[config.mk]
export PLATFORM = sky130hd
export DESIGN_NAME = amostrador_entradas_flat
export DESIGN_NICKNAME = d
export VERILOG_FILES = /design/src/rtl/amostrador_entradas_pkg.sv /design/src/rtl/amostrador_entradas_if.sv /design/src/rtl/amostrador_entradas_sincronizador_2ff.sv /design/src/rtl/amostrador_entradas.sv /design/src/flat_wrapper.sv
export SDC_FILE = /design/constraint.sdc
export NUM_CORES = 1
export LEC_CHECK = 0
export BUFFER_PORTS_ARGS = -buffer_cell sky130_fd_sc_hd__clkbuf_2
export CORE_MARGIN = 10
export CORE_UTILIZATION = 45
export CTS_CLUSTER_SIZE = 30
export DETAILED_ROUTE_END_ITERATION = 12
export PLACE_DENSITY = 0.75
export SLEW_MARGIN = 20
export SYNTH_ARGS = -nofsm -noshare
export SYNTH_HDL_FRONTEND = slang
export SYNTH_SLANG_ARGS = --single-unit
[constraint.sdc]
create_clock -name clk -period 2.45 [get_ports clk]
set_input_delay 0.3675 -clock clk [delete_from_list [all_inputs] [get_ports clk]]
set_output_delay 0.3675 -clock clk [all_outputs]
set_load 0.01 [all_outputs]
[src/rtl/amostrador_entradas_pkg.sv]
// Shared types and default sizing for the input sampler feeding the subtractor A bus.
package pacote_amostrador;

  typedef enum logic {
    ESTAVEL  = 1'b0,
    CONTANDO = 1'b1
  } estado_t;

  localparam int LARGURA_PADRAO  = 8;
  localparam int DEBOUNCE_PADRAO = 16;
  localparam int CONT_W_PADRAO   = 5;

endpackage

[src/rtl/amostrador_entradas_if.sv]
// Operand bus between the switch sampler and the subtractor: raw lines in, settled A plus valid/ack out.
interface amostrador_entradas_if
  import pacote_amostrador::*;
#(
  parameter int LARGURA = LARGURA_PADRAO
);

  logic [LARGURA-1:0] chaves;
  logic               habilita;
  logic               ack;
  logic [LARGURA-1:0] A;
  logic               valido;
  logic               sobrescrito;

  modport master (
    output chaves, habilita, ack,
    input  A, valido, sobrescrito
  );

  modport slave (
    input  chaves, habilita, ack,
    output A, valido, sobrescrito
  );

endinterface

[src/rtl/amostrador_entradas_sincronizador_2ff.sv]
// Two-flop synchroniser, one chain per bit; the only logic that ever sees the raw inputs.
module sincronizador_2ff #(
  parameter int LARGURA = 8
) (
  input  logic               clk,
  input  logic               rst,
  input  logic [LARGURA-1:0] d_i,
  output logic [LARGURA-1:0] q_o
);

  logic [LARGURA-1:0] meta_q;
  logic [LARGURA-1:0] sinc_q;

  always_ff @(posedge clk) begin
    if (rst) begin
      meta_q <= '0;
      sinc_q <= '0;
    end else begin
      meta_q <= d_i;
      sinc_q <= meta_q;
    end
  end

  assign q_o = sinc_q;

endmodule

[src/rtl/amostrador_entradas.sv]
// Synchronises and debounces the switch vector as a whole, then publishes it on A with valid/ack.
module amostrador_entradas
  import pacote_amostrador::*;
#(
  parameter int LARGURA         = LARGURA_PADRAO,
  parameter int DEBOUNCE_CICLOS = DEBOUNCE_PADRAO,
  parameter int CONT_W          = CONT_W_PADRAO
) (
  input logic                  clk,
  input logic                  rst,
  amostrador_entradas_if.slave bus
);

  localparam logic [CONT_W-1:0] CONT_MAX = CONT_W'(DEBOUNCE_CICLOS - 1);

  logic [LARGURA-1:0] sinc;
  logic [LARGURA-1:0] cand_q;
  logic [LARGURA-1:0] a_q;
  logic [CONT_W-1:0]  cont_q;
  estado_t            estado_q;
  logic               publica;
  logic               valido_q, valido_d;
  logic               sobre_q, sobre_d;

  sincronizador_2ff #(
    .LARGURA(LARGURA)
  ) u_sinc (
    .clk (clk),
    .rst (rst),
    .d_i (bus.chaves),
    .q_o (sinc)
  );

  // Same condition the FSM uses to load A; shared so the flags move on exactly that edge.
  assign publica = (estado_q == CONTANDO) && (sinc == cand_q) && (sinc != a_q) &&
                   bus.habilita && (cont_q == CONT_MAX);

  always_ff @(posedge clk) begin
    if (rst) begin
      estado_q <= ESTAVEL;
      cand_q   <= '0;
      cont_q   <= '0;
      a_q      <= '0;
    end else begin
      case (estado_q)
        ESTAVEL: begin
          if (sinc != a_q) begin
            cand_q   <= sinc;
            cont_q   <= '0;
            estado_q <= CONTANDO;
          end
        end
        CONTANDO: begin
          if (sinc != cand_q) begin
            cand_q <= sinc;
            cont_q <= '0;
          end else if (sinc == a_q) begin
            estado_q <= ESTAVEL;
            cont_q   <= '0;
          end else if (bus.habilita) begin
            if (cont_q == CONT_MAX) begin
              a_q      <= cand_q;
              cont_q   <= '0;
              estado_q <= ESTAVEL;
            end else begin
              cont_q <= cont_q + 1'b1;
            end
          end
        end
        default: estado_q <= ESTAVEL;
      endcase
    end
  end

  // A publish beats a simultaneous ack; sobrescrito only tracks data lost while unacked.
  always_comb begin
    valido_d = valido_q;
    sobre_d  = sobre_q;
    if (publica) begin
      valido_d = 1'b1;
      if (valido_q) sobre_d = !bus.ack;
    end else if (bus.ack && valido_q) begin
      valido_d = 1'b0;
      sobre_d  = 1'b0;
    end
  end

  always_ff @(posedge clk) begin
    if (rst) begin
      valido_q <= 1'b0;
      sobre_q  <= 1'b0;
    end else begin
      valido_q <= valido_d;
      sobre_q  <= sobre_d;
    end
  end

  assign bus.A           = a_q;
  assign bus.valido      = valido_q;
  assign bus.sobrescrito = sobre_q;

endmodule

[src/flat_wrapper.sv]
// flat-port wrapper written by rule: the top's interface ports become plain ports
module amostrador_entradas_flat import pacote_amostrador::*;
#(
  parameter int LARGURA         = LARGURA_PADRAO,
  parameter int DEBOUNCE_CICLOS = DEBOUNCE_PADRAO,
  parameter int CONT_W          = CONT_W_PADRAO
)
  (clk, rst, bus_chaves, bus_habilita, bus_ack, bus_A, bus_valido, bus_sobrescrito);
  amostrador_entradas_if #(.LARGURA(LARGURA)) bus_i ();
  input logic clk;
  input logic rst;
  input wire logic [$bits(bus_i.chaves)-1:0] bus_chaves;
  input wire logic [$bits(bus_i.habilita)-1:0] bus_habilita;
  input wire logic [$bits(bus_i.ack)-1:0] bus_ack;
  output wire logic [$bits(bus_i.A)-1:0] bus_A;
  output wire logic [$bits(bus_i.valido)-1:0] bus_valido;
  output wire logic [$bits(bus_i.sobrescrito)-1:0] bus_sobrescrito;
  assign bus_i.chaves = bus_chaves;
  assign bus_i.habilita = bus_habilita;
  assign bus_i.ack = bus_ack;
  assign bus_A = bus_i.A;
  assign bus_valido = bus_i.valido;
  assign bus_sobrescrito = bus_i.sobrescrito;
  amostrador_entradas #(.LARGURA(LARGURA), .DEBOUNCE_CICLOS(DEBOUNCE_CICLOS), .CONT_W(CONT_W)) u_core (.clk(clk), .rst(rst), .bus(bus_i));
endmodule
Word-level counts from Yosys, hierarchy flattened
Index checks and enable logic that the tools add are counted.
Storage, ports and cells
  flip-flop bits (word level): 40
  input bits: 12
Cells by class
  $add $sub $neg: 1
  equal/unequal tests: 9
  multiplexer cells: 19
  bitwise operators: 3
  reductions and logical operators: 11
Operators with widths (count)
  two-way mux 5 bit: 5
  equality test 8 bit: 2
  two-way mux 8 bit: 2
  inequality test 8 bit: 2
  one-hot mux 8 bit (2 select lines): 1
  one-hot mux 5 bit (2 select lines): 1
  two-way mux 1 bit: 9
  AND reduction 2 bit: 3
  adder 5 x 1 -> 5 bit, second input constant: 1
  equality test 5 x 4 -> 1 bit, second input constant: 1
  logical AND 1 bit: 5
  AND reduction 5 bit: 1
  inequality test 2 bit, second input constant: 2
  inequality test 4 bit, second input constant: 1
  NOT 1 bit: 3
  inequality test 2 x 1 -> 1 bit, second input constant: 1
  one-hot mux 1 bit (2 select lines): 1
  nonzero test 2 bit: 1
  zero test 1 bit: 1

Longest topological paths before layout
Gate-level depths: netlist (run 1).
  word-level depth: 7
  depth in mapped cells: 7

By module
A second synthesis (run 1) with hierarchy kept.
Unflattened totals
  cell total of the unflattened synthesis: 178
  area, all modules: 1696.6 um2
By module, submodules not included
  amostrador_entradas: times used 1, cells each 145, area an instance 1232.4 um2
  sincronizador_2ff: times used 1, cells each 33, area an instance 464.2 um2

Least setup slack after synthesis (run 1)
Ideal clock, no wire load.
  path kind: register to register
  start point: register u_core.u_sinc.sinc_q[5] (netlist: u_core.u_sinc.q_o[5])
  end point: register u_core.cont_q[2]
  setup time: 0.075 ns
  arrival time: 1.715 ns
  required time: 2.375 ns
  setup slack: 0.660 ns
  stages on the path, launching flop included: 7
  path buffers: 1
  clock period less this slack: 1.790 ns
  cell sequence: dfxtp_1 > xnor2_1 > nand3_1 > or3_1 > buf_2 > or4_1 > a31oi_1
Between the ends
  word-level cells in the longest chain between the ends: 4
Ends and longest elaborated chain
  start, declared: line amostrador_entradas_sincronizador_2ff.sv:12  | logic [LARGURA-1:0] sinc_q;
  start signal, assigned: line amostrador_entradas_sincronizador_2ff.sv:20  | sinc_q <= meta_q;
  equality test 8 bit: line amostrador_entradas.sv:57  | end else if (sinc == a_q) begin
  two-way mux 5 bit: line amostrador_entradas.sv:57
  two-way mux 5 bit: line amostrador_entradas.sv:54  | if (sinc != cand_q) begin
  one-hot mux 5 bit (2 select lines): line amostrador_entradas.sv:45  | case (estado_q)
  end signal, assigned: line amostrador_entradas.sv:66  | cont_q <= cont_q + 1'b1;
  end, declared: line amostrador_entradas.sv:19  | logic [CONT_W-1:0] cont_q;
Parallel ways exist; a longest one is shown, timed or not.
A chain may end at the register's enable or synchronous reset.

Worst setup path after layout (run 1)
  start point: register u_core.u_sinc.sinc_q[5] (netlist: u_core.u_sinc.q_o[5])
  end point: register u_core.cand_q[5]
Between the ends
  word-level cells in the longest chain between the ends: 3
Ends and longest elaborated chain
  inequality test 8 bit (on tied branches): line amostrador_entradas.sv:54, amostrador_entradas.sv:47
  inequality test 2 bit (no source line) or inequality test 2 x 1 -> 1 bit (tied branches)
  AND reduction 2 bit (no source line)
  end signal, assigned: line amostrador_entradas.sv:48  | cand_q <= sinc;
  end signal, assigned: line amostrador_entradas.sv:55  | cand_q <= sinc;
  end, declared: line amostrador_entradas.sv:17  | logic [LARGURA-1:0] cand_q;
Parallel ways exist; a longest one is shown, timed or not. The select of a mux whose other input is x is not followed.

==> results of run 1 <==
[layout make-up]
type                       instances  area, um2
clock buffer                       6       72.6
sequential                        40        801
fill                             358       1730
timing repair buffer              27        150
clock inverter                     1       5.00
multi-input combinational        135        843
tap                               48       60.1
[routing by layer]
layer,track usage [%],vias to the layer above
li1,-,711
met1,14.1,631
met2,18.7,21
met3,3.31,7
met4,6.23,0
met5,0,-
[worst paths after layout]
check	endpoint	slack, ps	cells after the start
min reg2reg	u_core.u_sinc.q_o[1]$_SDFF_PP0_	440	1
max reg2reg	u_core.cand_q[5]$_SDFFE_PP0P_	520	6
min	u_core.bus.sobrescrito$_SDFFE_PP0P_	270	2
max	u_core.cand_q[5]$_SDFFE_PP0P_	520	6
[registers in the layout, indices dropped and copies added (netlist names)]
register,cells
u_core.bus.A,8
u_core.bus.sobrescrito,1
u_core.bus.valido,1
u_core.cand_q,8
u_core.cont_q,5
u_core.estado_q,1
u_core.u_sinc.meta_q,8
u_core.u_sinc.q_o,8
[stage by stage]
| stage | utilization, % | worst slack, ps | cells |
|---|---|---|---|
| floorplan | - | 660 | 189 |
| global placement | 50.6 | 621 | 250 |
| detailed placement | 50.6 | 572 | 250 |
| CTS | 52.8 | 560 | 257 |
| global route | 52.8 | 315 | 257 |
| finish | 52.8 | 521 | 257 |
[worst max-delay path, delay by kind of cell, from the launching register on]
family                 cells  cell delay (ps)
AO/OA/AOI/OAI              1               70
buffers and inverters      1              260
AND/OR/NAND/NOR            3              930
XOR/XNOR                   1              150
flip-flops                 1              380
[placed cells by master (no fill, tap or decap), types with 5 or more instances in the layout]
cell / n
nand4_1: 13
clkbuf_8: 5
nand3b_1: 8
nand2_1: 13
buf_4: 6
xnor2_1: 16
o31ai_1: 8
nand3_1: 5
o21ai_0: 9
a21oi_1: 21
clkbuf_2: 21
dfxtp_1: 40
nor2b_1: 19
[power breakdown]
| part | leakage (nW) | internal, mW | switching [mW] |
|---|---|---|---|
| logic | 0.315 | 0.0565 | 0.0841 |
| clock network | 0.0410 | 0.193 | 0.210 |
| registers | 0.327 | 0.670 | 0.0144 |
| total | 0.683 | 0.920 | 0.309 |
[logic make-up after synthesis]
group / count (synthesis) / synth area share [%]
DFF: 40 / 47.3
buffers and inverters: 14 / 3.25
xor gates and xnor gates: 16 / 8.28
and+or+nand+nor: 73 / 24.9
AOI/OAI and AO/OA: 45 / 15.5
adders and majority gates: 1 / 0.739
==> results.yml, run 1 <==
synthesis:
  synth_flop_cell: "dfxtp_1"
  yosysWarnings: 0
  yosysSeqAreaShare_pct: 47.3
  synth_largest_area_cell: "dfxtp_1"
  yosys-top-cells-area: "dfxtp_1 (47%), xnor2_1 (8.3%), nor2b_1 (7.0%)"
  syn_nets: 202
  async_flop_share_pct: 0
  synth-edff-count: 0
  yosys-top-cells-count: "dfxtp_1 (40), a21oi_1 (21), nor2b_1 (19), xnor2_1 (16)"
  yosysMostFrequentCell: "dfxtp_1"
  syn_inst: 189
  yosysTopAreaCellShare_pct: 47.3
  ys_seq_elements: 40
  ys_types: 26
  syn_avg_cell_area_um2: 8.96
  netlist_area_um2: 1690
detailed_routing:
  via_count: 1370
  viasPerCell: 5.33
  firstDrtPassIters: 4
  top_layer_used: "met4"
  dr.first_iter.drc_count: 86
  dr_wl_met3_um: 108
  postRouteAntennaNets: 0
  drt_wl_total_um: 3610
  wl_met1_um: 1670
  routed-wl-met2_um: 1770
  drc: 0
  wl_per_cell_um: 14.0
clock_network:
  numCtsBuffers: 5
  htree_num_levels: 2
  clkSlewWorstSetupHoldPaths_ps: 70
  post-cts-setup-buffers: 0
  cts-hold-fix-buffers: 0
  cts_tree: "done"
  cts_root_buffer: "clkbuf_8"
  clk_latency_ps: 290
  cts.sinks: 40
  clockBufferDepth: 2
  post_cts_resized: 0
final_layout:
  final_area_um2: 1930
  drive_above_1_share_pct: 16.3
  area_delta_synth_final_pct: 14.1
  nNetsFinal: 222
  diodes: 0
worst_setup_path:
  slowest_delay_ps: 640
  worst-path-max-fanout: 8
  arrival_ps: 2070
  path_cells: "xnor2_1, nand4_1, nor4_2, buf_4, nand3b_1, a21oi_1"
  startpoint: "u_core.u_sinc.q_o[5]$_SDFF_PP0_"
  cpMaxStageDelayCell: "nor4_2"
  r2r-start: "u_core.u_sinc.q_o[5]$_SDFF_PP0_"
  cp-end-kind: "register"
  worst_setup_path_start_kind: "register"
  critPathRequiredTime_ps: 2590
  crit_type: "register to register"
sta:
  fin_crit_ps: 1930
  rsz0062_at_grt: "no"
  relSlewSlack_pct: 49.0
  max_freq_ghz: 0.518
  whs_ps: 273
  fin_crit_sh_pct: 78.7
  skew_ps: 4.75
  hold_viol: 0
  worstMarginPinSlew_ps: 765
  setup_viol: 0
  slew_violations: 0
  finalSetupTns_ps: 0
placed_design:
  routabilityCongestion: 0.805
  placed_area_um2: 1850
  hpwl_um: 2490
  numPortBuffers: 21
power_and_ir_drop:
  p_leak_nw: 0.683
  vdd_drop_max_v: 0.000415
  power_density_nw_per_um2: 636
  finalPower_mw: 1.23
die:
  die_x_um: 81.3
  fp.dieH_um: 81.3
  ios: 22
  initial_core_util_pct: 46.2
  core_um2: 3660
  die_area_um2: 6620
  rows: 22
grt:
  antenna_found_initial: 0
  grt_overflow: 0
  grt_pass1_wl_um: 6150
  grt_use_total_pct: 11.8
  grt_max_degree: 41
  grt_pass1_vias: 1356
run:
  drv_cap: 0
outcome:
  status: "complete, no violations"
min_path:
  hold_start: "bus_ack"
  hold_class: "input port to register"
No activity file was read; power rests on OpenSTA's default activity.
==> run 2, diff against run 1 <==
==> constraint.sdc (replaced) <==
create_clock -name clk -period 1.8 [get_ports clk]
set_input_delay 0.27 -clock clk [delete_from_list [all_inputs] [get_ports clk]]
set_output_delay 0.27 -clock clk [all_outputs]
set_load 0.01 [all_outputs]
==> results.yml, run 2 (synthesis gave the netlist of run 1 again) <==
sta:
  rsz0062_at_grt: "yes"
  max_freq_ghz: 0.572
  worstMarginPinSlew_ps: 786
  fin_crit_ps: 1750
  fin_crit_sh_pct: 97.0
  slew_violations: 0
  skew_ps: 7.61
  hold_viol: 0
  relSlewSlack_pct: 47.6
  fin_ws_ps: 53.3
  setup_viol: 0
detailed_routing:
  postRouteAntennaNets: 0
  dr.first_iter.drc_count: 86
  drt_wl_total_um: 3870
  drc: 0
  via_count: 1459
  wl_per_cell_um: 14.6
  viasPerCell: 5.51
  firstDrtPassIters: 4
die:
  die_area_um2: 6620
  ios: 22
  core_um2: 3660
  initial_core_util_pct: 46.2
  fp.dieH_um: 81.3
  die_x_um: 81.3
  rows: 22
power_and_ir_drop:
  vdd_drop_max_v: 0.000723
  finalPower_mw: 2.15
  p_leak_nw: 0.776
  power_density_nw_per_um2: 996
grt:
  grt_use_total_pct: 12.4
  grtUsageMet3_pct: 3.53
  grt_max_degree: 41
  grtUsageMet1_pct: 14.6
  antenna_found_initial: 0
  grt_overflow: 0
  grt_pass1_wl_um: 6500
  grt_pass1_vias: 1409
  grtUsageMet2_pct: 20.6
  grt_busiest_layer: "met2"
worst_setup_path:
  critPathRequiredTime_ps: 2010
  crit_type: "register to register"
  cp-end-kind: "register"
  worst-path-max-fanout: 3
  r2r_slack_ps: 50
  arrival_ps: 1960
  reg2reg_depth: 5
  r2r-end: "u_core.cont_q[2]$_SDFFE_PP0P_"
  worst_setup_path_start_kind: "register"
  r2r-start: "u_core.u_sinc.q_o[0]$_SDFF_PP0_"
clock_network:
  numCtsBuffers: 5
  post-cts-setup-buffers: 0
  clkSlewWorstSetupHoldPaths_ps: 80
  cts-hold-fix-buffers: 0
  post_cts_resized: 0
  clockBufferDepth: 2
  cts_root_buffer: "clkbuf_8"
  clk_latency_ps: 290
  cts.sinks: 40
  cts_tree: "done"
  htree_num_levels: 2
min_path:
  hold_class: "input port to register"
  hold_end: "u_core.bus.sobrescrito$_SDFFE_PP0P_"
  hold_depth: 2
  hold_start: "bus_ack"
placed_design:
  routabilityCongestion: 0.852
  hpwl_um: 2650
  numPortBuffers: 21
  dp_worst_setup_slack_ps: 22.8
final_layout:
  layout_common_cells: "dfxtp_1 (30), a21oi_1 (21), clkbuf_2 (21)"
  area_delta_synth_final_pct: 27.6
  nFillCells: 313
  nNetsFinal: 229
  layout_commonest_cell: "dfxtp_1"
  drive_above_1_share_pct: 30.0
  diodes: 0
run:
  drv_cap: 0
outcome:
  status: "complete, no violations"
run 2: worst max-delay path by stage:
stage / cells after the start / start / slack (ps) / endpoint
final: 5 / u_core.u_sinc.q_o[0]$_SDFF_PP0_ / 50 / u_core.cont_q[2]$_SDFFE_PP0P_
after global routing: 5 / u_core.cand_q[2]$_SDFFE_PP0P_ / -70 / u_core.cont_q[2]$_SDFFE_PP0P_
after CTS: 5 / u_core.cand_q[4]$_SDFFE_PP0P_ / 2 / u_core.cont_q[2]$_SDFFE_PP0P_
after detailed placement: 5 / u_core.cand_q[5]$_SDFFE_PP0P_ / 20 / u_core.cont_q[2]$_SDFFE_PP0P_
after global placement: 5 / u_core.cand_q[4]$_SDFFE_PP0P_ / 50 / u_core.cont_q[2]$_SDFFE_PP0P_
after floorplan: 6 / u_core.u_sinc.q_o[5]$_SDFF_PP0_ / 10 / u_core.cont_q[2]$_SDFFE_PP0P_
run 2: cell type report:
class                   count  area (um2)  area share, %
well taps                  48        60.1           2.78
repair buffers             34         206           9.56
clock inverters             3        90.1           4.17
multi-input cells         135         921           42.6
clock buffers               5        68.8           3.19
flip-flops and latches     40         813           37.7
run 2: per-layer routing:
layer | vias up | share of wire, %
met5 | - | 0
met2 | 29 | 51
li1 | 732 | -
met4 | 0 | 0.96
met1 | 694 | 44
met3 | 4 | 4.5
run 2: critical path: stages (launching register included):
cell	delay, ps
dfxtp_1	410
xnor2_2	150
nand3_1	110
or3_1	390
or4_1	460
a31oi_1	150
run 2: stage by stage:
stage,TNS (ps),std cells,hold WS [ps],util (%),instance area [um2]
floorplan,0,189,372,-,1690
global placement,0,257,417,52.1,1910
detailed placement,0,257,427,52.1,1910
CTS,0,265,156,56.4,2070
global route,-273,265,162,59.0,2160
finish,0,265,155,59.0,2160
run 2: power by group:
part | switching (mW) | total, mW | internal (mW) | leakage (nW)
Combinational | 0.125 | 0.215 | 0.0903 | 0.367
Clock | 0.308 | 1.00 | 0.693 | 0.0784
Sequential | 0.0233 | 0.936 | 0.913 | 0.331
Total | 0.456 | 2.15 | 1.70 | 0.776
